==> src/rtl/bsg_manycore_sdr_test_responder.sv <==
// Memory-backed endpoint for the manycore SDR link.
// Serves loads/stores and returns responses through a 2-entry FIFO.
module bsg_manycore_sdr_test_responder #(
  parameter int addr_width_p   = 28,
  parameter int data_width_p   = 32,
  parameter int x_cord_width_p = 7,
  parameter int y_cord_width_p = 7,
  parameter int mem_els_p      = 16
) (
  input  logic                      clk_i,
  input  logic                      reset_i,
  input  logic                      en_i,
  input  logic [x_cord_width_p-1:0] my_x_i,
  input  logic [y_cord_width_p-1:0] my_y_i,
  input  logic                      fwd_v_i,
  input  logic                      fwd_op_i,
  input  logic [addr_width_p-1:0]   fwd_addr_i,
  input  logic [data_width_p-1:0]   fwd_data_i,
  input  logic [x_cord_width_p-1:0] fwd_dest_x_i,
  input  logic [y_cord_width_p-1:0] fwd_dest_y_i,
  input  logic [x_cord_width_p-1:0] fwd_src_x_i,
  input  logic [y_cord_width_p-1:0] fwd_src_y_i,
  output logic                      fwd_ready_o,
  output logic                      rev_v_o,
  output logic                      rev_type_o,
  output logic [data_width_p-1:0]   rev_data_o,
  output logic [x_cord_width_p-1:0] rev_dest_x_o,
  output logic [y_cord_width_p-1:0] rev_dest_y_o,
  input  logic                      rev_ready_i,
  output logic [31:0]               received_o,
  output logic [31:0]               sent_o,
  output logic                      error_o
);

  localparam int lg_els_lp = $clog2(mem_els_p);

  typedef struct packed {
    logic                      typ;
    logic [data_width_p-1:0]   data;
    logic [x_cord_width_p-1:0] x;
    logic [y_cord_width_p-1:0] y;
  } ret_t;

  logic [data_width_p-1:0] mem_r [mem_els_p];
  ret_t                    fifo_r [2];
  logic                    rd_r;
  logic                    wr_r;
  logic [1:0]              cnt_r;
  logic [31:0]             received_r;
  logic [31:0]             sent_r;
  logic                    error_r;

  logic                 acc;
  logic                 hit;
  logic                 enq;
  logic                 deq;
  logic [lg_els_lp-1:0] idx;
  ret_t                 entry;
  logic                 addr_unused;

  // Upper address bits intentionally alias onto the small store.
  assign idx         = fwd_addr_i[lg_els_lp-1:0];
  assign addr_unused = ^fwd_addr_i;

  assign fwd_ready_o = en_i & ~reset_i & (cnt_r != 2'd2);
  assign acc = fwd_v_i & fwd_ready_o;
  assign hit = (fwd_dest_x_i == my_x_i) & (fwd_dest_y_i == my_y_i);
  assign enq = acc & hit;
  assign deq = rev_v_o & rev_ready_i;

  always_comb begin
    entry      = '0;
    entry.typ  = fwd_op_i;
    entry.data = fwd_op_i ? '0 : mem_r[idx];
    entry.x    = fwd_src_x_i;
    entry.y    = fwd_src_y_i;
  end

  always_ff @(posedge clk_i) begin
    if (reset_i) begin
      rd_r       <= 1'b0;
      wr_r       <= 1'b0;
      cnt_r      <= 2'd0;
      received_r <= '0;
      sent_r     <= '0;
      error_r    <= 1'b0;
      for (int i = 0; i < mem_els_p; i++) mem_r[i] <= '0;
    end else begin
      if (enq) wr_r <= ~wr_r;
      if (deq) rd_r <= ~rd_r;
      cnt_r <= cnt_r + 2'(enq) - 2'(deq);
      if (acc) received_r <= received_r + 32'd1;
      if (deq) sent_r <= sent_r + 32'd1;
      if (acc & ~hit) error_r <= 1'b1;
      if (enq & fwd_op_i) mem_r[idx] <= fwd_data_i;
    end
  end

  always_ff @(posedge clk_i) begin
    if (enq) fifo_r[wr_r] <= entry;
  end

  assign rev_v_o      = (cnt_r != 2'd0);
  assign rev_type_o   = fifo_r[rd_r].typ;
  assign rev_data_o   = fifo_r[rd_r].data;
  assign rev_dest_x_o = fifo_r[rd_r].x;
  assign rev_dest_y_o = fifo_r[rd_r].y;
  assign received_o   = received_r;
  assign sent_o       = sent_r;
  assign error_o      = error_r;

endmodule
==> config.mk <==
export PLATFORM = sky130hd
export DESIGN_NAME = bsg_manycore_sdr_test_responder
export DESIGN_NICKNAME = d
export VERILOG_FILES = /design/src/rtl/bsg_manycore_sdr_test_responder.sv
export SDC_FILE = /design/constraint.sdc
export NUM_CORES = 1
export LEC_CHECK = 0
export BUFFER_PORTS_ARGS = -buffer_cell sky130_fd_sc_hd__buf_2
export CAP_MARGIN = 20
export CELL_PAD_IN_SITES_DETAIL_PLACEMENT = 1
export CELL_PAD_IN_SITES_GLOBAL_PLACEMENT = 2
export CORE_ASPECT_RATIO = 0.8
export CORE_MARGIN = 2
export CORE_UTILIZATION = 30
export DETAILED_ROUTE_END_ITERATION = 16
export PLACE_DENSITY_LB_ADDON = 0.1
export SLEW_MARGIN = 20
export SYNTH_ARGS = -nofsm -noshare
export SYNTH_HDL_FRONTEND = slang
export SYNTH_SLANG_ARGS = --single-unit
==> constraint.sdc <==
create_clock -name clk_i -period 8 [get_ports clk_i]
set_input_delay 1.6 -clock clk_i [delete_from_list [all_inputs] [get_ports clk_i]]
set_output_delay 1.6 -clock clk_i [all_outputs]
set_load 0.01 [all_outputs]
==> results of run 1 <==
==> synth_stat cells (3+ instances only) <==
master | instances | area share, %
clkbuf_1 | 77 | 1.0
nor2b_1 | 43 | 0.93
nand2_1 | 150 | 1.9
nand2b_1 | 4 | 0.086
buf_1 | 10 | 0.13
o21ai_0 | 7 | 0.12
a21oi_1 | 10 | 0.17
and2_1 | 8 | 0.17
and4_1 | 11 | 0.33
dfxtp_1 | 70 | 4.8
inv_1 | 12 | 0.16
xor2_1 | 25 | 0.76
xnor2_1 | 43 | 1.3
and3_1 | 6 | 0.13
nand4_1 | 19 | 0.41
mux4_2 | 160 | 12
ha_1 | 3 | 0.13
nor2_1 | 579 | 7.5
nor3_1 | 10 | 0.17
or3_1 | 9 | 0.19
nand3_1 | 28 | 0.48
o21bai_1 | 16 | 0.41
buf_2 | 48 | 0.83
edfxtp_1 | 606 | 63
mux2_2 | 48 | 1.9
nor4_1 | 12 | 0.26
==> metal layers <==
layer | part of all wire (%) | wire (um) | up-vias | global-route usage, %
li1 | - | - | 7792 | -
met1 | 47 | 43200 | 9445 | 26.3
met2 | 48 | 44000 | 294 | 30.5
met3 | 3.0 | 2780 | 91 | 2.27
met4 | 1.6 | 1480 | 0 | 4.19
met5 | 0 | 0 | - | 0
==> stage by stage <==
stage | utilization (%) | hold WS, ns | total power, mW | setup WS [ns] | cells
2_1_floorplan | - | 0.481 | 4.23 | 2.99 | 2028
4_1_cts | 35.8 | 0.491 | 7.98 | 2.77 | 3564
6_report | 35.8 | 0.488 | 7.86 | 2.91 | 3566
3_3_place_gp | 33.1 | 0.474 | 4.43 | 2.10 | 3419
5_1_grt | 35.8 | 0.517 | 8.11 | 2.58 | 3565
3_5_place_dp | 33.2 | 0.477 | 4.44 | 2.10 | 3421
==> worst max-delay path: cells and delay by family <==
| kind | cells | cell delay (ns) |
|---|---|---|
| AOI/OAI and AO/OA | 1 | 1.20 |
| and+or+nand+nor | 4 | 1.84 |
| buffers and inverters | 2 | 0.70 |
==> cells in the final DEF (no fill, tap or decap), types with 19 or more instances in the layout <==
master     Yosys  final
nor2b_1       43     41
clkbuf_16      0     79
nand4_1       19     19
nor2_1       579    577
edfxtp_1     606    606
nand2_1      150    150
xnor2_1       43     43
mux2_2        48     48
nand3_1       28     26
buf_2         48    194
dfxtp_1       70     69
mux4_2       160    160
clkbuf_1      77     20
buf_4          0     43
xor2_1        25     25
==> cell type report <==
| cell class | instances | area [um2] | area share [%] |
|---|---|---|---|
| inverter | 12 | 45.0 | 0.132 |
| timing repair buffer | 242 | 1400 | 4.11 |
| tap | 1287 | 1610 | 4.72 |
| clock buffer | 100 | 2070 | 6.05 |
| antenna | 1 | 2.50 | 0.00733 |
| clock inverter | 43 | 390 | 1.14 |
| sequential | 676 | 19600 | 57.4 |
| multi-input combinational | 1205 | 9000 | 26.4 |
==> how the worst max path moves through the flow <==
stage	startpoint	endpoint	depth (start not counted)
4_1_cts	reset_i	mem_r[6][8]	7
3_5_place_dp	reset_i	mem_r[6][10]	7
6_report	reset_i	mem_r[6][8]	7
2_1_floorplan	reset_i	fifo_r[1][0]	6
3_3_place_gp	reset_i	mem_r[10][23]	7
5_1_grt	reset_i	mem_r[6][8]	7
==> kinds of logic (layout without fill, tap and decap cells) <==
logic type      after synthesis  after routing  share of synthesized area (%)
mux                         209            209                           14.3
compound gates               40             40                          0.915
xor+xnor                     68             68                           2.06
buf+inv                     147            397                           2.11
flops                       676            676                           67.6
fa+ha+maj                     3              3                          0.130
simple gates                885            885                           12.8
other cells                   0              1                              0
==> where the power goes <==
group / internal, mW / switching [mW]
Combinational: 0.156 / 0.283
Clock: 2.00 / 1.50
Sequential: 3.90 / 0.0172
==> state kept, by name (all words and copies together) (netlist names), named ones only <==
signal,flops
error_o,1
mem_r,512
fifo_r,94
rd_r,1
received_o,32
sent_o,32
wr_r,1
cnt_r,2
==> run metrics, run 1 <==
GR Util All Layers=18.6%; Worst Setup End Kind=register; Worst Path Max Fanout=50; Synth cell types=38; worst r2r src=cnt_r[0]; Post-CTS Setup Inserts=0; Async SR Flop Fraction=0%; Net Count, Synth=2,139; Layout area overhead=17.8%; total leakage power=11.6 nW; depth of the most critical reg-to-reg path=6; vias in the first global route=19,300; Die Wd=351 um; f_max=196 MHz; crit path kind=in2reg; min Tclk post-route=5.09 ns; hold depth=1; first-pass GRT wire length=133,000 um; total gr overflow=0; critical path launch point type=input port; Ports=222; Initial Util=30.4%; Worst VDD drop=0.143 mV; crit share post-route=63.7%; CTS H-Tree Depth=3; input/output buffers=197; CTS clk-pin slew, worst paths=0.06 ns; Vias=17,600; hpwl dp=53,300 um; Initial DRT Pass Iterations=4; final setup fails=0; R2R Path End=mem_r[6][8]; outcome=completed; routed len/inst=25.6 um; CP max stage delay=1.20 ns; CP max-delay cell=o21bai_4; Routed Antenna Nets=0; Core Area=0.0953 mm2; Final Hold Viols=0; final setup skew=0.0237 ns; Die Span Y=282 um; Rows=101; CTS tree=built; crit path DAT=5.39 ns; crit path cell chain=buf_2 > nor2b_1 > nand3_1 > nor3_4 > nand3_4 > o21bai_4 > buf_4; data required time at the worst endpoint=8.30 ns; fillers=9,959; Worst slew margin=26.1%; Min-Delay Path Class=reg2reg; DRC errors left=0; Hold Path End=error_o; Tightest Pin Transition=1.11 ns; CTS-repair resized insts=0; Worst R2R Setup Slack=3.84 ns; cts bufs inserted=78; post-cts hold buffer count=0; RSZ-0062 raised after global routing=no; Final Max Slew Viols=0; Num Clock Sinks=676; Post-synth EDFFs=606; syn_area_per_cell=14.3 um2; Final GP Congestion=0.705; nets@finish=2,326; Root Driver=clkbuf_16; Mapped Area=0.0290 mm2; Placed Area=0.0316 mm2; flops & latches, synth=676; Mapped Cells=2,028; post-layout instance area=0.0341 mm2; hold path start=error_o; Clock Latency Late Sink=0.64 ns; Max Cap Viol=0; pwr/cell area=230 mW/mm2; Main synth FF type=edfxtp_1; share of cells above drive strength 1=25.8%; antenna violations before repair=2; number of vias per cell=4.94; die area=0.0991 mm2; post-synthesis sequential area ratio=67.6%; First DRT Iteration DRCs=1,185; DRT Wirelength=91,400 um; largest net degree at the start of global routing=73; Yosys warning total=0; setup TNS=0 ns; clk buf depth=3
Note: power is estimated with default switching activity, not from simulation.
==> run 2, diff against run 1 <==
clock period = 4.9 ns   (was 8 ns; I/O delays follow)
==> run metrics, run 2 (synthesis gave the netlist of run 1 again) <==
outcome=completed; First DRT Iteration DRCs=1,118 (-5.7%); cts bufs inserted=78 (unchanged); Largest regs=mem_r (512), fifo_r (94); Rows=101 (unchanged); Clock Latency Late Sink=0.64 ns (about the same); Worst Setup End Kind=register; input/output buffers=197 (unchanged); setup TNS=0 ns (unchanged); Initial DRT Pass Iterations=5 (+1); CP max-delay cell=o21bai_4; Total Power=12.7 mW (+61%); depth of the most critical reg-to-reg path=6 (unchanged); CTS H-Tree Depth=3 (unchanged); final setup fails=0 (unchanged); Root Driver=clkbuf_16; final setup skew=0.0177 ns (-0.00596 ns); f_max=289 MHz; die area=0.0991 mm2 (unchanged); Final Max Slew Viols=0 (unchanged); RSZ-0062 raised after global routing=no; Tightest Pin Transition=1.04 ns (-0.0653 ns); hold depth=1 (unchanged); most common cell after layout, fill and taps aside=edfxtp_1; DRC errors left=0 (unchanged); crit path cell chain=buf_2 > nor2b_1 > a2111o_1 > nor3_4 > nand3_4 > o21bai_4 > buf_12; Antenna diodes=0 (-1); worst setup path start=my_x_i[6]; commonest non-fill, non-tap cells in the layout=edfxtp_1, nor2_1, buf_2, mux4_2, nand2_1; clk buf depth=3 (unchanged); Core Area=0.0953 mm2 (unchanged); hold path start=error_o; max reg flops=512 (unchanged); Worst slew margin=30.6% (+4.6 points); Worst Path Max Fanout=27 (-46%); total gr overflow=0 (unchanged); Layout Cells excl Fill=3,576 (+0.28%); CTS tree=built; DRT Wirelength=91,500 um (+0.11%); min Tclk post-route=3.46 ns; Final GP Congestion=0.691 (-2.0%); Min-Delay Path Class=reg2reg; total leakage power=11.7 nW (+0.44%); Hold WS=0.490 ns (+0.00244 ns); share of cells above drive strength 1=26.1% (+0.31 points); CP max stage delay=0.77 ns (-0.43 ns); Final Hold Viols=0 (unchanged); Worst VDD drop=0.215 mV (+51%); Layout area overhead=18.1%; Die Wd=351 um (unchanged); Max Cap Viol=0 (unchanged); routed len/inst=25.6 um (-0.17%); Top reg by flops=mem_r; Place WS=0.760 ns (-1.34 ns); number of vias per cell=4.93 (-0.22%); pwr/cell area=370 mW/mm2 (+61%); worst r2r src=cnt_r[0]; crit share post-route=70.7%; antenna violations before repair=5 (+3); first-pass GRT wire length=133,000 um (-0.57%); Ports=222 (unchanged); GR Util All Layers=18.6% (about the same); Vias=17,600 (+0.062%); Num Clock Sinks=676 (unchanged); Hold Path End=error_o; crit path kind=in2reg; Die Span Y=282 um (unchanged); final worst slack=1.44 ns (-1.47 ns); Initial Util=30.4% (unchanged); placed insts=3,435 (+0.41%); data required time at the worst endpoint=5.21 ns (-3.09 ns); CTS clk-pin slew, worst paths=0.06 ns (about the same); R2R Path End=mem_r[10][4]; critical path launch point type=input port; Routed Antenna Nets=0 (unchanged); crit path DAT=3.78 ns (-1.61 ns); post-cts hold buffer count=0 (unchanged); vias in the first global route=19,300 (+0.093%); hpwl dp=52,900 um (-0.80%); Post-CTS Setup Inserts=0 (unchanged); largest net degree at the start of global routing=90 (+23%); CTS-repair resized insts=0 (unchanged); nets@finish=2,339 (+0.56%); Worst R2R Setup Slack=1.62 ns (-2.22 ns)
-- run 2: worst max-delay path: cells and delay by family --
family	cells	cell delay (ns)
AND/OR/NAND/NOR	3	1.14
AO/OA/AOI/OAI	2	1.22
buffers and inverters	2	0.41
-- run 2: power by group --
part	switching [mW]	internal, mW	total (mW)
registers	0.0275	6.37	6.40
logic	0.458	0.262	0.719
clock network	2.38	3.18	5.55
total	2.86	9.81	12.7
-- run 2: worst max-delay path by stage --
stage,endpoint,slack (ns),cells past startpoint
2_1_floorplan,fifo_r[1][0],0.51,6
3_3_place_gp,mem_r[10][4],0.74,7
3_5_place_dp,mem_r[10][4],0.76,7
4_1_cts,mem_r[10][4],1.42,7
5_1_grt,mem_r[10][4],1.27,7
6_report,mem_r[10][4],1.44,7
-- run 2: routing by layer --
layer  vias to the layer above  wire length [um]  part of all wire [%]  track usage (%)
met5                         -                 9                0.0098                0
met2                       290             45000                    49             31.5
met1                      9422             41900                    46             25.2
li1                       7805                 -                     -                -
met4                         2              1740                   1.9             4.33
met3                       114              2900                   3.2             2.68
-- run 2: cell type report --
class	count	area, um2
clock buffer	107	2190
tap	1287	1610
multi-input combinational	1205	9000
sequential	676	19600
fill	9948	61100
clock inverter	34	188
timing repair buffer	255	1570
inverter	12	45.0
-- run 2: per-stage QoR --
step / utilization, % / cell area (um2)
2_1_floorplan: - / 29000
5_1_grt: 35.9 / 34200
4_1_cts: 35.9 / 34200
3_3_place_gp: 33.4 / 31800
6_report: 35.9 / 34200
3_5_place_dp: 33.4 / 31800
==> run 3, diff against run 2 <==
clock period = 3.6 ns   (was 4.9 ns; I/O delays follow)
==> run metrics, run 3 (synthesis gave the netlist of run 1 again) <==
nets@finish=2,366 (+1.2%); Final Max Slew Viols=0 (unchanged); crit path DAT=2.16 ns (-1.62 ns); Worst R2R Setup Slack=0.82 ns (-0.80 ns); Num Clock Sinks=676 (unchanged); First DRT Iteration DRCs=1,154 (+3.2%); CTS clk-pin slew, worst paths=0.06 ns (about the same); CP max-delay cell=dfxtp_4; hold path start=fwd_src_x_i[1]; outcome=completed; min Tclk post-route=2.88 ns; critical path launch point type=register; crit share post-route=80.0%; Final GP Congestion=0.730 (+5.7%); largest net degree at the start of global routing=89 (-1.1%); pwr/cell area=504 mW/mm2 (+36%); data required time at the worst endpoint=2.88 ns (-2.33 ns); worst r2r src=cnt_r[0]; total gr overflow=0 (unchanged); Initial Util=30.4% (unchanged); vias in the first global route=19,000 (-1.9%); DRT Wirelength=90,200 um (-1.5%); setup TNS=0 ns (unchanged); Max Cap Viol=0 (unchanged); Layout area overhead=19.3%; commonest non-fill, non-tap cells in the layout=edfxtp_1, nor2_1, buf_2, mux4_2, nand2_1; cts bufs inserted=78 (unchanged); Tightest Pin Transition=0.874 ns (-0.166 ns); Sw Share=22.5% (-0.12 points); Post-CTS Setup Inserts=0 (unchanged); Die Span Y=282 um (unchanged); Rows=101 (unchanged); number of vias per cell=4.90 (-0.62%); sequential group share of total power=50.0% (-0.5 points); Final Hold Viols=0 (unchanged); input/output buffers=197 (unchanged); Vias=17,600 (+0.051%); Core Area=0.0953 mm2 (unchanged); total leakage power=11.9 nW (+1.5%); GR Util All Layers=18.2% (-0.37 points); RSZ-0062 raised after global routing=no; CTS H-Tree Depth=3 (unchanged); Die Wd=351 um (unchanged); crit path kind=reg2out; Hold Path End=fifo_r[0][8]; post-cts hold buffer count=0 (unchanged); Worst Path Buf+Inv=1 (-1); CTS tree=built; crit path cell chain=mux2_2 > buf_2; Combinational Power Share=5.8% (about the same); clk buf depth=3 (unchanged); Top reg by flops=mem_r; final setup skew=0.0239 ns (+0.00616 ns); hold depth=1 (unchanged); Worst Setup End Kind=output port; Clock Latency Late Sink=0.64 ns (about the same); cell family with most CP delay=flip-flops; Root Driver=clkbuf_16; Min-Delay Path Class=in2reg; Worst Path Max Fanout=47 (+74%); Clock power frac=44.2% (+0.4 points); Worst VDD drop=0.281 mV (+31%); Hold WS=0.267 ns (-0.223 ns); Internal Power=13.5 mW (+38%); final setup fails=0 (unchanged); R2R Path End=mem_r[7][28]; routed len/inst=25.0 um (-2.1%); hpwl dp=53,900 um (+1.9%); Initial DRT Pass Iterations=5 (unchanged); CTS-repair resized insts=0 (unchanged); DRC errors left=0 (unchanged); f_max=347 MHz; Total Power=17.4 mW (+38%); Ports=222 (unchanged); CP max stage delay=0.89 ns (+0.12 ns); antenna violations before repair=2 (-3); Worst slew margin=41.7% (+11 points); share of cells above drive strength 1=27.1% (+0.99 points); most common cell after layout, fill and taps aside=edfxtp_1; Sw Pwr=3.91 mW (+37%); first-pass GRT wire length=130,000 um (-2.0%); Routed Antenna Nets=0 (unchanged); max reg flops=512 (unchanged); Largest regs=mem_r (512), fifo_r (94); die area=0.0991 mm2 (unchanged); depth of the most critical reg-to-reg path=6 (unchanged)
[run 3: cell types whose count changed in the layout (fill, tap and decap cells not counted), moves of 2 or more]
cell and change:
clkinv_2 -3, clkinv_4 +2, buf_12 +7, inv_6 -2, clkinv_1 -6, buf_4 +20
[run 3: worst max path at each step]
stage / depth (start not counted) / from / slack [ns] / to
final: 2 / register / 0.72 / rev_data_o[11]
after global placement: 7 / my_x_i[6] / 0.32 / mem_r[3][16]
after detailed placement: 7 / my_x_i[6] / 0.29 / mem_r[7][28]
after floorplan: 7 / reset_i / -0.40 / mem_r[9][0]
after global routing: 2 / register / 0.56 / rev_data_o[11]
after CTS: 2 / register / 0.58 / rev_data_o[11]
[run 3: per-stage QoR]
stage / instance area (um2) / std cells / utilization, % / setup slack (ns)
6_report: 34600 / 3600 / 36.3 / 0.720
5_1_grt: 34600 / 3600 / 36.3 / 0.564
4_1_cts: 34500 / 3599 / 36.3 / 0.577
3_5_place_dp: 32100 / 3462 / 33.7 / 0.287
3_3_place_gp: 32100 / 3462 / 33.7 / 0.317
2_1_floorplan: 29000 / 2028 / - / -0.404
[run 3: per-layer routing]
layer / GRT usage, % / part of all wire [%] / wire length (um)
met1: 25.0 / 46 / 41700
met2: 30.5 / 49 / 44000
met3: 2.57 / 3.2 / 2890
met4: 4.27 / 1.8 / 1580
met5: 0 / 0 / 0
[run 3: power groups by stage]
stage | logic, mW | clock network (mW) | registers, mW
after floorplan | 0.541 | 0 | 8.86
after global placement | 1.02 | 0 | 8.86
after detailed placement | 1.03 | 0 | 8.87
after CTS | 1.04 | 7.92 | 8.71
after global routing | 1.08 | 8.22 | 8.72
final | 1.01 | 7.71 | 8.70
[run 3: layout make-up]
class | count | area [um2]
sequential | 676 | 19600
antenna | 1 | 2.50
inverter | 12 | 45.0
clock inverter | 27 | 196
clock buffer | 110 | 2240
multi-input combinational | 1205 | 9010
fill | 9936 | 60700
timing repair buffer | 282 | 1860
tap | 1287 | 1610
[run 3: worst reg2reg max path, delay by kind of cell (launching register included)]
kind                   cells  cell delay [ns]
AND/OR/NAND/NOR            4             1.32
flip-flops                 1             0.41
buffers and inverters      1             0.41
AO/OA/AOI/OAI              1             0.25
